==> config.mk <==
export PLATFORM = sky130hd
export DESIGN_NAME = delta_calc_seq
export DESIGN_NICKNAME = d
export VERILOG_FILES = /design/src/rtl/quad_pkg.sv /design/src/rtl/seq_mult_u.sv /design/src/rtl/delta_calc_seq.sv
export SDC_FILE = /design/constraint.sdc
export NUM_CORES = 1
export LEC_CHECK = 0
export BUFFER_PORTS_ARGS = -buffer_cell sky130_fd_sc_hd__buf_2
export CORE_ASPECT_RATIO = 1.5
export CORE_MARGIN = 2
export CORE_UTILIZATION = 35
export CTS_CLUSTER_SIZE = 30
export DETAILED_ROUTE_END_ITERATION = 16
export HOLD_SLACK_MARGIN = 0.08
export PLACE_DENSITY_LB_ADDON = 0.15
export SETUP_SLACK_MARGIN = 0.15
export SLEW_MARGIN = 5
export SYNTH_ARGS = -nofsm -noshare
export SYNTH_HDL_FRONTEND = slang
export SYNTH_HIERARCHICAL = 1
export SYNTH_SLANG_ARGS = --single-unit
==> constraint.sdc <==
create_clock -name clk -period 5.1 [get_ports clk]
set_clock_uncertainty 0.2 [all_clocks]
set_input_delay 0.255 -clock clk [delete_from_list [all_inputs] [get_ports clk]]
set_output_delay 0.255 -clock clk [all_outputs]
set_load 0.02 [all_outputs]
==> src/rtl/quad_pkg.sv <==
// Shared definitions for the quadratic solver pipeline: widths, discriminant FSM
// encoding and the saturation bounds the sqrt stage also relies on.
package quad_pkg;

  localparam int COEF_W  = 8;
  localparam int DELTA_W = 16;

  typedef logic [1:0] delta_state_t;

  localparam delta_state_t IDLE    = 2'd0;
  localparam delta_state_t MUL_BB  = 2'd1;
  localparam delta_state_t MUL_AC  = 2'd2;
  localparam delta_state_t COMBINE = 2'd3;

  localparam logic signed [DELTA_W-1:0] DELTA_MAX = {1'b0, {(DELTA_W-1){1'b1}}};
  localparam logic signed [DELTA_W-1:0] DELTA_MIN = {1'b1, {(DELTA_W-1){1'b0}}};

endpackage

==> src/rtl/seq_mult_u.sv <==
// Unsigned shift-add multiplier. The first partial product is folded into the load
// cycle so the full product is on p with rdy high exactly W cycles after load.
module seq_mult_u
  import quad_pkg::*;
#(
  parameter int W = COEF_W
) (
  input  logic           clk,
  input  logic           rst,
  input  logic           load,
  input  logic [W-1:0]   x,
  input  logic [W-1:0]   y,
  output logic [2*W-1:0] p,
  output logic           rdy
);

  localparam int CW = $clog2(W + 1);

  logic [2*W-1:0] acc_q, acc_d;
  logic [2*W-1:0] mcand_q, mcand_d;
  logic [W-1:0]   mplier_q, mplier_d;
  logic [CW-1:0]  cnt_q, cnt_d;
  logic           run_q, run_d;
  logic           rdy_q, rdy_d;

  // next-state: load takes step one, then one shift-add step per cycle
  always_comb begin
    acc_d    = acc_q;
    mcand_d  = mcand_q;
    mplier_d = mplier_q;
    cnt_d    = cnt_q;
    run_d    = run_q;
    rdy_d    = rdy_q;
    if (load) begin
      acc_d    = y[0] ? {{W{1'b0}}, x} : {(2*W){1'b0}};
      mcand_d  = {{(W-1){1'b0}}, x, 1'b0};
      mplier_d = y >> 1;
      cnt_d    = CW'(W - 1);
      run_d    = (W > 1);
      rdy_d    = (W == 1);
    end else if (run_q) begin
      acc_d    = acc_q + (mplier_q[0] ? mcand_q : {(2*W){1'b0}});
      mcand_d  = mcand_q << 1;
      mplier_d = mplier_q >> 1;
      cnt_d    = cnt_q - CW'(1);
      if (cnt_q == CW'(1)) begin
        run_d = 1'b0;
        rdy_d = 1'b1;
      end else begin
        run_d = 1'b1;
        rdy_d = 1'b0;
      end
    end else begin
      run_d = 1'b0;
    end
  end

  // state registers
  always_ff @(posedge clk or posedge rst) begin
    if (rst) begin
      acc_q    <= {(2*W){1'b0}};
      mcand_q  <= {(2*W){1'b0}};
      mplier_q <= {W{1'b0}};
      cnt_q    <= {CW{1'b0}};
      run_q    <= 1'b0;
      rdy_q    <= 1'b0;
    end else begin
      acc_q    <= acc_d;
      mcand_q  <= mcand_d;
      mplier_q <= mplier_d;
      cnt_q    <= cnt_d;
      run_q    <= run_d;
      rdy_q    <= rdy_d;
    end
  end

  assign p   = acc_q;
  assign rdy = rdy_q;

endmodule

==> src/rtl/delta_calc_seq.sv <==
// Sequential discriminant engine: delta = b*b - 4*a*c, saturated to DW bits, built
// around one shared shift-add multiplier and a start/busy/done handshake.
module delta_calc_seq
  import quad_pkg::*;
#(
  parameter int W  = COEF_W,
  parameter int DW = DELTA_W
) (
  input  logic          clk,
  input  logic          rst,
  input  logic          start,
  input  logic [W-1:0]  a,
  input  logic [W-1:0]  b,
  input  logic [W-1:0]  c,
  output logic          busy,
  output logic          done,
  output logic [DW-1:0] delta,
  output logic          neg,
  output logic          sat
);

  // wide enough for b*b - 4*a*c without overflow and for the DW-range compare
  localparam int IW = (2*W + 3 > DW + 1) ? 2*W + 3 : DW + 1;
  localparam logic signed [IW-1:0] T_MAX = {{(IW-DW+1){1'b0}}, {(DW-1){1'b1}}};
  localparam logic signed [IW-1:0] T_MIN = {{(IW-DW+1){1'b1}}, {(DW-1){1'b0}}};

  // read as unsigned, the W-bit result already holds 2^(W-1) for the most negative input
  function automatic logic [W-1:0] mag_of(input logic [W-1:0] x);
    return x[W-1] ? (~x + W'(1)) : x;
  endfunction

  delta_state_t   state_q, state_d;
  logic [W-1:0]   mag_a_q, mag_a_d;
  logic [W-1:0]   mag_c_q, mag_c_d;
  logic           sgn_q, sgn_d;
  logic [2*W-1:0] bb_q, bb_d;
  logic           busy_q, busy_d;
  logic           done_q, done_d;
  logic [DW-1:0]  delta_q, delta_d;
  logic           neg_q, neg_d;
  logic           sat_q, sat_d;

  logic           mul_load_s;
  logic [W-1:0]   mul_x_s, mul_y_s;
  logic [2*W-1:0] mul_p_s;
  logic           mul_rdy_s;

  logic signed [IW-1:0] ac_s, p_ac_s, t_s;
  logic                 sat_hi_s, sat_lo_s;
  logic [DW-1:0]        delta_sat_s;

  seq_mult_u #(.W(W)) u_mult (
    .clk  (clk),
    .rst  (rst),
    .load (mul_load_s),
    .x    (mul_x_s),
    .y    (mul_y_s),
    .p    (mul_p_s),
    .rdy  (mul_rdy_s)
  );

  // combine: sign-correct a*c, subtract 4x from b*b, clip to the DW range
  always_comb begin
    ac_s        = $signed({{(IW-2*W){1'b0}}, mul_p_s});
    p_ac_s      = sgn_q ? -ac_s : ac_s;
    t_s         = $signed({{(IW-2*W){1'b0}}, bb_q}) - (p_ac_s <<< 2);
    sat_hi_s    = (t_s > T_MAX);
    sat_lo_s    = (t_s < T_MIN);
    if (sat_hi_s) begin
      delta_sat_s = {1'b0, {(DW-1){1'b1}}};
    end else if (sat_lo_s) begin
      delta_sat_s = {1'b1, {(DW-1){1'b0}}};
    end else begin
      delta_sat_s = t_s[DW-1:0];
    end
  end

  // FSM and operand sequencing into the shared multiplier
  always_comb begin
    state_d    = state_q;
    mag_a_d    = mag_a_q;
    mag_c_d    = mag_c_q;
    sgn_d      = sgn_q;
    bb_d       = bb_q;
    done_d     = 1'b0;
    delta_d    = delta_q;
    neg_d      = neg_q;
    sat_d      = sat_q;
    mul_load_s = 1'b0;
    mul_x_s    = {W{1'b0}};
    mul_y_s    = {W{1'b0}};
    case (state_q)
      IDLE: begin
        // a start coinciding with done is dropped, so back-to-back runs are 19 cycles apart
        if (start && !done_q) begin
          state_d    = MUL_BB;
          mag_a_d    = mag_of(a);
          mag_c_d    = mag_of(c);
          sgn_d      = a[W-1] ^ c[W-1];
          mul_load_s = 1'b1;
          mul_x_s    = mag_of(b);
          mul_y_s    = mag_of(b);
        end else begin
          state_d = IDLE;
        end
      end
      MUL_BB: begin
        if (mul_rdy_s) begin
          bb_d       = mul_p_s;
          mul_load_s = 1'b1;
          mul_x_s    = mag_a_q;
          mul_y_s    = mag_c_q;
          state_d    = MUL_AC;
        end else begin
          state_d = MUL_BB;
        end
      end
      MUL_AC: begin
        if (mul_rdy_s) begin
          state_d = COMBINE;
        end else begin
          state_d = MUL_AC;
        end
      end
      COMBINE: begin
        delta_d = delta_sat_s;
        neg_d   = t_s[IW-1];
        sat_d   = sat_hi_s | sat_lo_s;
        done_d  = 1'b1;
        state_d = IDLE;
      end
      default: begin
        state_d = IDLE;
      end
    endcase
    busy_d = (state_d != IDLE);
  end

  // state and output registers
  always_ff @(posedge clk or posedge rst) begin
    if (rst) begin
      state_q <= IDLE;
      mag_a_q <= {W{1'b0}};
      mag_c_q <= {W{1'b0}};
      sgn_q   <= 1'b0;
      bb_q    <= {(2*W){1'b0}};
      busy_q  <= 1'b0;
      done_q  <= 1'b0;
      delta_q <= {DW{1'b0}};
      neg_q   <= 1'b0;
      sat_q   <= 1'b0;
    end else begin
      state_q <= state_d;
      mag_a_q <= mag_a_d;
      mag_c_q <= mag_c_d;
      sgn_q   <= sgn_d;
      bb_q    <= bb_d;
      busy_q  <= busy_d;
      done_q  <= done_d;
      delta_q <= delta_d;
      neg_q   <= neg_d;
      sat_q   <= sat_d;
    end
  end

  assign busy  = busy_q;
  assign done  = done_q;
  assign delta = delta_q;
  assign neg   = neg_q;
  assign sat   = sat_q;

endmodule

**Yosys cells after proc, flatten, opt, wreduce, memory -nomap -nowiden**

Cells that the tools add are included.

- Flip-flop bits (word level): 101
- Bits in latches: 0
- RAM bits: 0
- ROM bits: 0
- Bits of input ports: 27
- Output and inout port bits: 20
- Word-level logic and storage cells: 76
- Memories kept: 0

- Add/sub/neg operators: 7
- Multiply operators: 0
- Div/mod/pow operators: 0
- Order comparisons: 2
- Equal/unequal tests: 4
- Shift operators: 0
- Muxes and demuxes: 35
- Bitwise operators: 5
- Reductions and logical operators: 7

Operators with widths:

| kind | number |
|---|---|
| two-way mux 16 bit | 7 |
| two-way mux 8 bit | 9 |
| case mux 8 bit (2 select lines) | 2 |
| adder 8 x 1 -> 8 bit, second input constant | 3 |
| NOT 8 bit | 3 |
| greater-than comparator 19 x 16 -> 1 bit, second input constant | 1 |
| less-than comparator 19 x 16 -> 1 bit, second input constant | 1 |
| subtractor 17 x 19 -> 19 bit | 1 |
| two-way mux 17 bit | 1 |
| negator 16 -> 17 bit | 1 |
| adder 16 bit | 1 |
| two-way mux 1 bit | 11 |
| two-way mux 4 bit | 2 |
| case mux 2 bit (4 select lines) | 1 |
| == test 2 bit, second input constant | 2 |
| == test 4 x 1 -> 1 bit, second input constant | 1 |
| AND reduction 2 bit | 2 |
| nonzero test 2 bit | 2 |
| subtractor 4 x 1 -> 4 bit, second input constant | 1 |
| == test 2 x 1 -> 1 bit, second input constant | 1 |
| zero test 2 bit | 1 |
| two-way mux 2 bit | 1 |
| case mux 1 bit (2 select lines) | 1 |
| logical AND 1 bit | 1 |
| other kinds (3) | 3 |

**Longest topological paths before layout**

- Depth in word-level cells: 7
- Gate-level depth with buffers: 16
- Depth with buffers taken out: 15

**By module**

The synthesis kept the hierarchy.

By module, submodules not included:

| module | times used | cells each | area an instance (um^2) | sequential area each (um^2) |
|---|---|---|---|---|
| delta_calc_seq | 1 | 453 | 3887.5 | 1376.3 |
| seq_mult_u | 1 | 293 | 2710.1 | 1101.1 |

**Least setup slack after synthesis**

Ideal clock, no wire load.

- Kind: register -> register
- Start: register u_mult.acc_q[1] (netlist: u_mult/p[1])
- End: register delta_q[10] (netlist: delta[10])
- Library setup time: 0.080 ns
- Arrival: 3.303 ns
- Required time: 4.820 ns
- Setup slack: 1.516 ns
- Stages on the path, launching flop included: 16
- Path buffers: 1
- Period minus slack after synthesis: 3.584 ns
- Cells stage by stage: dfrtp_1 -> inv_1 -> ha_1 -> or3b_2 -> o31ai_1 -> xor2_1 -> ha_1 -> o21a_1 -> o21ai_0 -> a31oi_1 -> o22a_1 -> xnor2_1 -> o311ai_2 -> nand2_1 -> buf_6 -> o211ai_2

- Word-level cells in the longest chain between the ends: 6
- Elaborated cells between the ends (all ways): 7
- Those cells by class: 2 x add/sub; 2 x order compare; 3 x mux

RTL lines:

| element | line | RTL |
|---|---|---|
| from (decl) | seq_mult_u.sv:19 | `logic [2*W-1:0] acc_q, acc_d;` |
| from (signal assigned) | seq_mult_u.sv:61 | `acc_q <= {(2*W){1'b0}};` |
| negator 16 -> 17 bit | delta_calc_seq.sv:65 | `p_ac_s = sgn_q ? -ac_s : ac_s;` |
| two-way mux 17 bit * | delta_calc_seq.sv:65 |  |
| subtractor 17 x 19 -> 19 bit * | delta_calc_seq.sv:66 | `t_s = $signed({{(IW-2*W){1'b0}}, bb_q}) - (p_ac_s <<< 2);` |
| less-than comparator 19 x 16 -> 1 bit | delta_calc_seq.sv:68 | `sat_lo_s = (t_s < T_MIN);` |
| two-way mux 16 bit | delta_calc_seq.sv:71 | `end else if (sat_lo_s) begin` |
| two-way mux 16 bit * | delta_calc_seq.sv:69 | `if (sat_hi_s) begin` |
| to (signal assigned) | delta_calc_seq.sv:149 | `delta_q <= {DW{1'b0}};` |
| to (signal assigned) | delta_calc_seq.sv:160 | `delta_q <= delta_d;` |
| to (decl) | delta_calc_seq.sv:39 | `logic [DW-1:0] delta_q, delta_d;` |

Mark *: on every way between the ends. The rest lies on a longest branch, timed or not.
A chain may end at the register's enable or synchronous reset.

**Worst setup path in the final report**

- Start: register u_mult.acc_q[2] (netlist: u_mult/p[2])
- End: register delta_q[7] (netlist: delta[7])

Same word-level chain as after synthesis.

==> qor.yml <==
yosys:
  async_flop_share_pct: 100
  yosys_warnings: 6
  synth_cell_types: 69
  yosys_register_bits: 99
  synth_edf_count: 0
  syn-cell-area_um2: 6600
  synth_ff_type: "dfrtp_1"
  syn-num-nets: 809
  syn_inst: 746
  syn_area_per_cell_um2: 8.84
  ys_seq_area_share_pct: 37.5
setup_path:
  cpPeakStageDelay_ns: 0.59
  path_cells: "nor4_1, nand2_1, o41ai_1, xor2_1, ha_1, and4_1, o21ai_0, a31oi_1, o22a_1, xnor2_1, o311ai_2, nand2_1, o211ai_1"
  endpoint_kind: "flop"
  cp_slowest_cell: "nor4_1"
  cpMostUsedCell: "nand2_1"
  critPathMaxFanout: 11
  required_ns: 5.17
  crit_type: "reg -> reg"
  timing.rr.start: "u_mult/p[2]"
  cp.arrival_ns: 4.53
  reg2regPathDepth: 13
  cp-start-kind: "flop"
  rrSetupSlack_ns: 0.64
  timing.rr.end: "delta[7]"
clock_tree:
  worstSkewPairLatency_ns: 0.36
  cts_setup_buffers: 0
  cts_sinks: 99
  cts-htree-levels: 3
  cts.repair.resized: 0
  clk_pin_slew_ns: 0.07
  holdBufCountCts: 18
  cts_buffer_depth: 2
  clockRootBuffer: "clkbuf_16"
  cts_buffers: 9
  cts_tree: "yes"
detailed_routing:
  route.detailed.drc: 0
  vias_per_cell: 5.19
  drt_iter0_drc: 270
  drt_wl_total_um: 16200
  dr_total_vias: 5461
  routedWlPerCell_um: 15.4
  drtAntennaViolNets: 0
  dr.pass1.iters: 4
power_and_ir_drop:
  power_density_nw_per_um2: 717
  peakVddDrop_uv: 328
  power.leakage_nw: 3.73
  p_total_mw: 5.40
timing:
  tightest_slew_ns: 1.11
  maxSlewHeadroom_pct: 25.2
  finalSetupTns_ns: 0
  max_freq_mhz: 224
  period_share_pct: 87.4
  hold_violations: 0
  fin_crit_ns: 4.46
  rsz0062_at_grt: "no"
  slew_violations: 0
  setup_viol_count_final: 0
global_routing:
  grt_overflow: 0
  antenna_found_initial: 0
  grt_pass1_vias: 5607
  grt_max_degree: 45
  grtUsageTotal_pct: 17.3
  grt_pass1_wl_um: 27000
floorplan:
  dieArea_um2: 20000
  io_pins: 47
  start_util_pct: 35.6
  die_w_um: 116
  core-area_um2: 18500
  die_height_um: 172
  num_rows: 61
min_path:
  holdCritPathClass: "in -> reg"
  holdPathEnd: "mag_a_q[1]"
  min_from: "a[1]"
  min_path_cells: 3
flow_run:
  maxCapViolCount: 0
placed_design:
  place.gp.congestion: 0.917
  portBuffers: 46
  place_hpwl_um: 12300
layout:
  area_delta_synth_final_pct: 14.1
  nets: 858
  diodes: 0
  drive_gt1_share_pct: 12.6
status:
  status: "completed"
==> report_power, final <==
group / switching [mW] / total [mW] / internal, mW
registers: 0.268 / 1.35 / 1.08
logic: 1.99 / 3.39 / 1.40
clock network: 0.325 / 0.662 / 0.337
==> cell families (layout without fill, tap and decap cells) <==
group | count (synthesis) | count (layout) | synth area share, %
multiplexers | 30 | 30 | 4.57
flip-flops | 99 | 99 | 37.5
buffers and inverters | 63 | 117 | 3.81
adder cells (fa/ha/maj) | 36 | 36 | 7.05
AND/OR/NAND/NOR | 267 | 267 | 19.5
AO/OA/AOI/OAI | 199 | 199 | 20.7
XOR/XNOR | 52 | 52 | 6.90
==> area by class of cell <==
class                   instances  area (um2)
clock inverters                 7        57.6
repair buffers                 73         478
multi-input cells             584        3870
fillers                      1889       11000
inverters                      28         105
well taps                     252         315
clock buffers                   9         225
flip-flops and latches         99        2480
==> metal layers <==
layer	share of wire [%]	GRT usage [%]	vias up
met5	0	0	-
met4	3.3	7.71	0
met3	2.4	2.21	33
met2	55	33.5	103
met1	39	18.1	2603
li1	-	-	2722
==> sequential cells by signal, summed over array words and instances, names as in the netlist, 2 cells and up <==
signal	flops
delta	16
u_mult/cnt_q	4
u_mult/p	16
mag_a_q	8
u_mult/mplier_q	7
bb_q	16
state_q	2
mag_c_q	8
u_mult/mcand_q	15
==> worst max-delay path, delay by kind of cell, from the launching register on <==
family,cells,cell delay [ns]
flip-flops,1,0.48
XOR/XNOR,2,0.23
adder cells (fa/ha/maj),1,0.38
AND/OR/NAND/NOR,4,1.52
AO/OA/AOI/OAI,6,1.55
==> Yosys cell counts, types with 3 or more instances <==
| master | n | area [um2] |
|---|---|---|
| and2_1 | 17 | 106 |
| or2_2 | 4 | 25.0 |
| nor3b_1 | 4 | 30.0 |
| o21a_1 | 7 | 52.6 |
| o21ai_0 | 69 | 345 |
| o22ai_1 | 3 | 18.8 |
| nor3_1 | 6 | 30.0 |
| o211ai_2 | 11 | 138 |
| nand2_1 | 125 | 469 |
| or4_1 | 4 | 30.0 |
| o211ai_1 | 6 | 45.0 |
| nand3b_1 | 4 | 30.0 |
| a21oi_1 | 32 | 160 |
| nor4_1 | 5 | 31.3 |
| or3_1 | 4 | 25.0 |
| nand2b_1 | 16 | 100 |
| ha_1 | 34 | 425 |
| a21o_1 | 25 | 188 |
| nor2_1 | 41 | 154 |
| o31ai_1 | 7 | 52.6 |
| xnor2_1 | 17 | 149 |
| mux2i_1 | 29 | 290 |
| xor2_1 | 35 | 307 |
| a31oi_1 | 4 | 25.0 |
| inv_1 | 27 | 101 |
| a21boi_0 | 3 | 22.5 |
| a211oi_1 | 5 | 37.5 |
| nand3_1 | 14 | 70.1 |
| and3_1 | 5 | 31.3 |
| dfrtp_1 | 99 | 2480 |
| buf_2 | 3 | 15.0 |
| clkbuf_1 | 29 | 109 |
| nor2b_1 | 5 | 31.3 |
==> metrics by stage <==
stage	instance area, um2	instances	setup slack [ns]	util, %	hold WS [ns]
2_1_floorplan	6600	746	1.52	-	0.227
3_3_place_gp	7070	1018	0.829	38.1	0.135
3_5_place_dp	7070	1018	0.710	38.1	0.153
4_1_cts	7530	1052	0.683	40.6	0.0810
5_1_grt	7530	1052	0.348	40.6	0.123
6_report	7530	1052	0.645	40.6	0.0941
==> worst max path at each step <==
| stage | startpoint | slack, ns | end |
|---|---|---|---|
| 5_1_grt | u_mult/p[2] | 0.35 | delta[9] |
| 4_1_cts | u_mult/p[2] | 0.68 | delta[7] |
| 6_report | u_mult/p[2] | 0.64 | delta[7] |
| 2_1_floorplan | u_mult/p[1] | 1.52 | delta[10] |
| 3_5_place_dp | u_mult/p[2] | 0.71 | delta[7] |
| 3_3_place_gp | u_mult/p[2] | 0.83 | delta[7] |
==> cell usage in the layout, fill, tap and decap left out, types with 5 or more instances in the layout <==
| cell | n |
|---|---|
| mux2i_1 | 29 |
| nor2b_1 | 5 |
| and2_1 | 17 |
| o21ai_0 | 69 |
| nor4_1 | 5 |
| buf_2 | 46 |
| xor2_1 | 35 |
| a211oi_1 | 5 |
| nor3_1 | 6 |
| xnor2_1 | 17 |
| nor2_1 | 41 |
| clkbuf_16 | 9 |
| inv_1 | 25 |
| o211ai_1 | 6 |
| o21a_1 | 7 |
| o31ai_1 | 7 |
| o211ai_2 | 11 |
| a21o_1 | 25 |
| dfrtp_1 | 98 |
| buf_4 | 9 |
| and3_1 | 5 |
| a21oi_1 | 32 |
| dlygate4sd3_1 | 18 |
| nand2b_1 | 16 |
| ha_1 | 34 |
| nand3_1 | 14 |
| nand2_1 | 124 |
No activity file was read; power rests on OpenSTA's default activity.
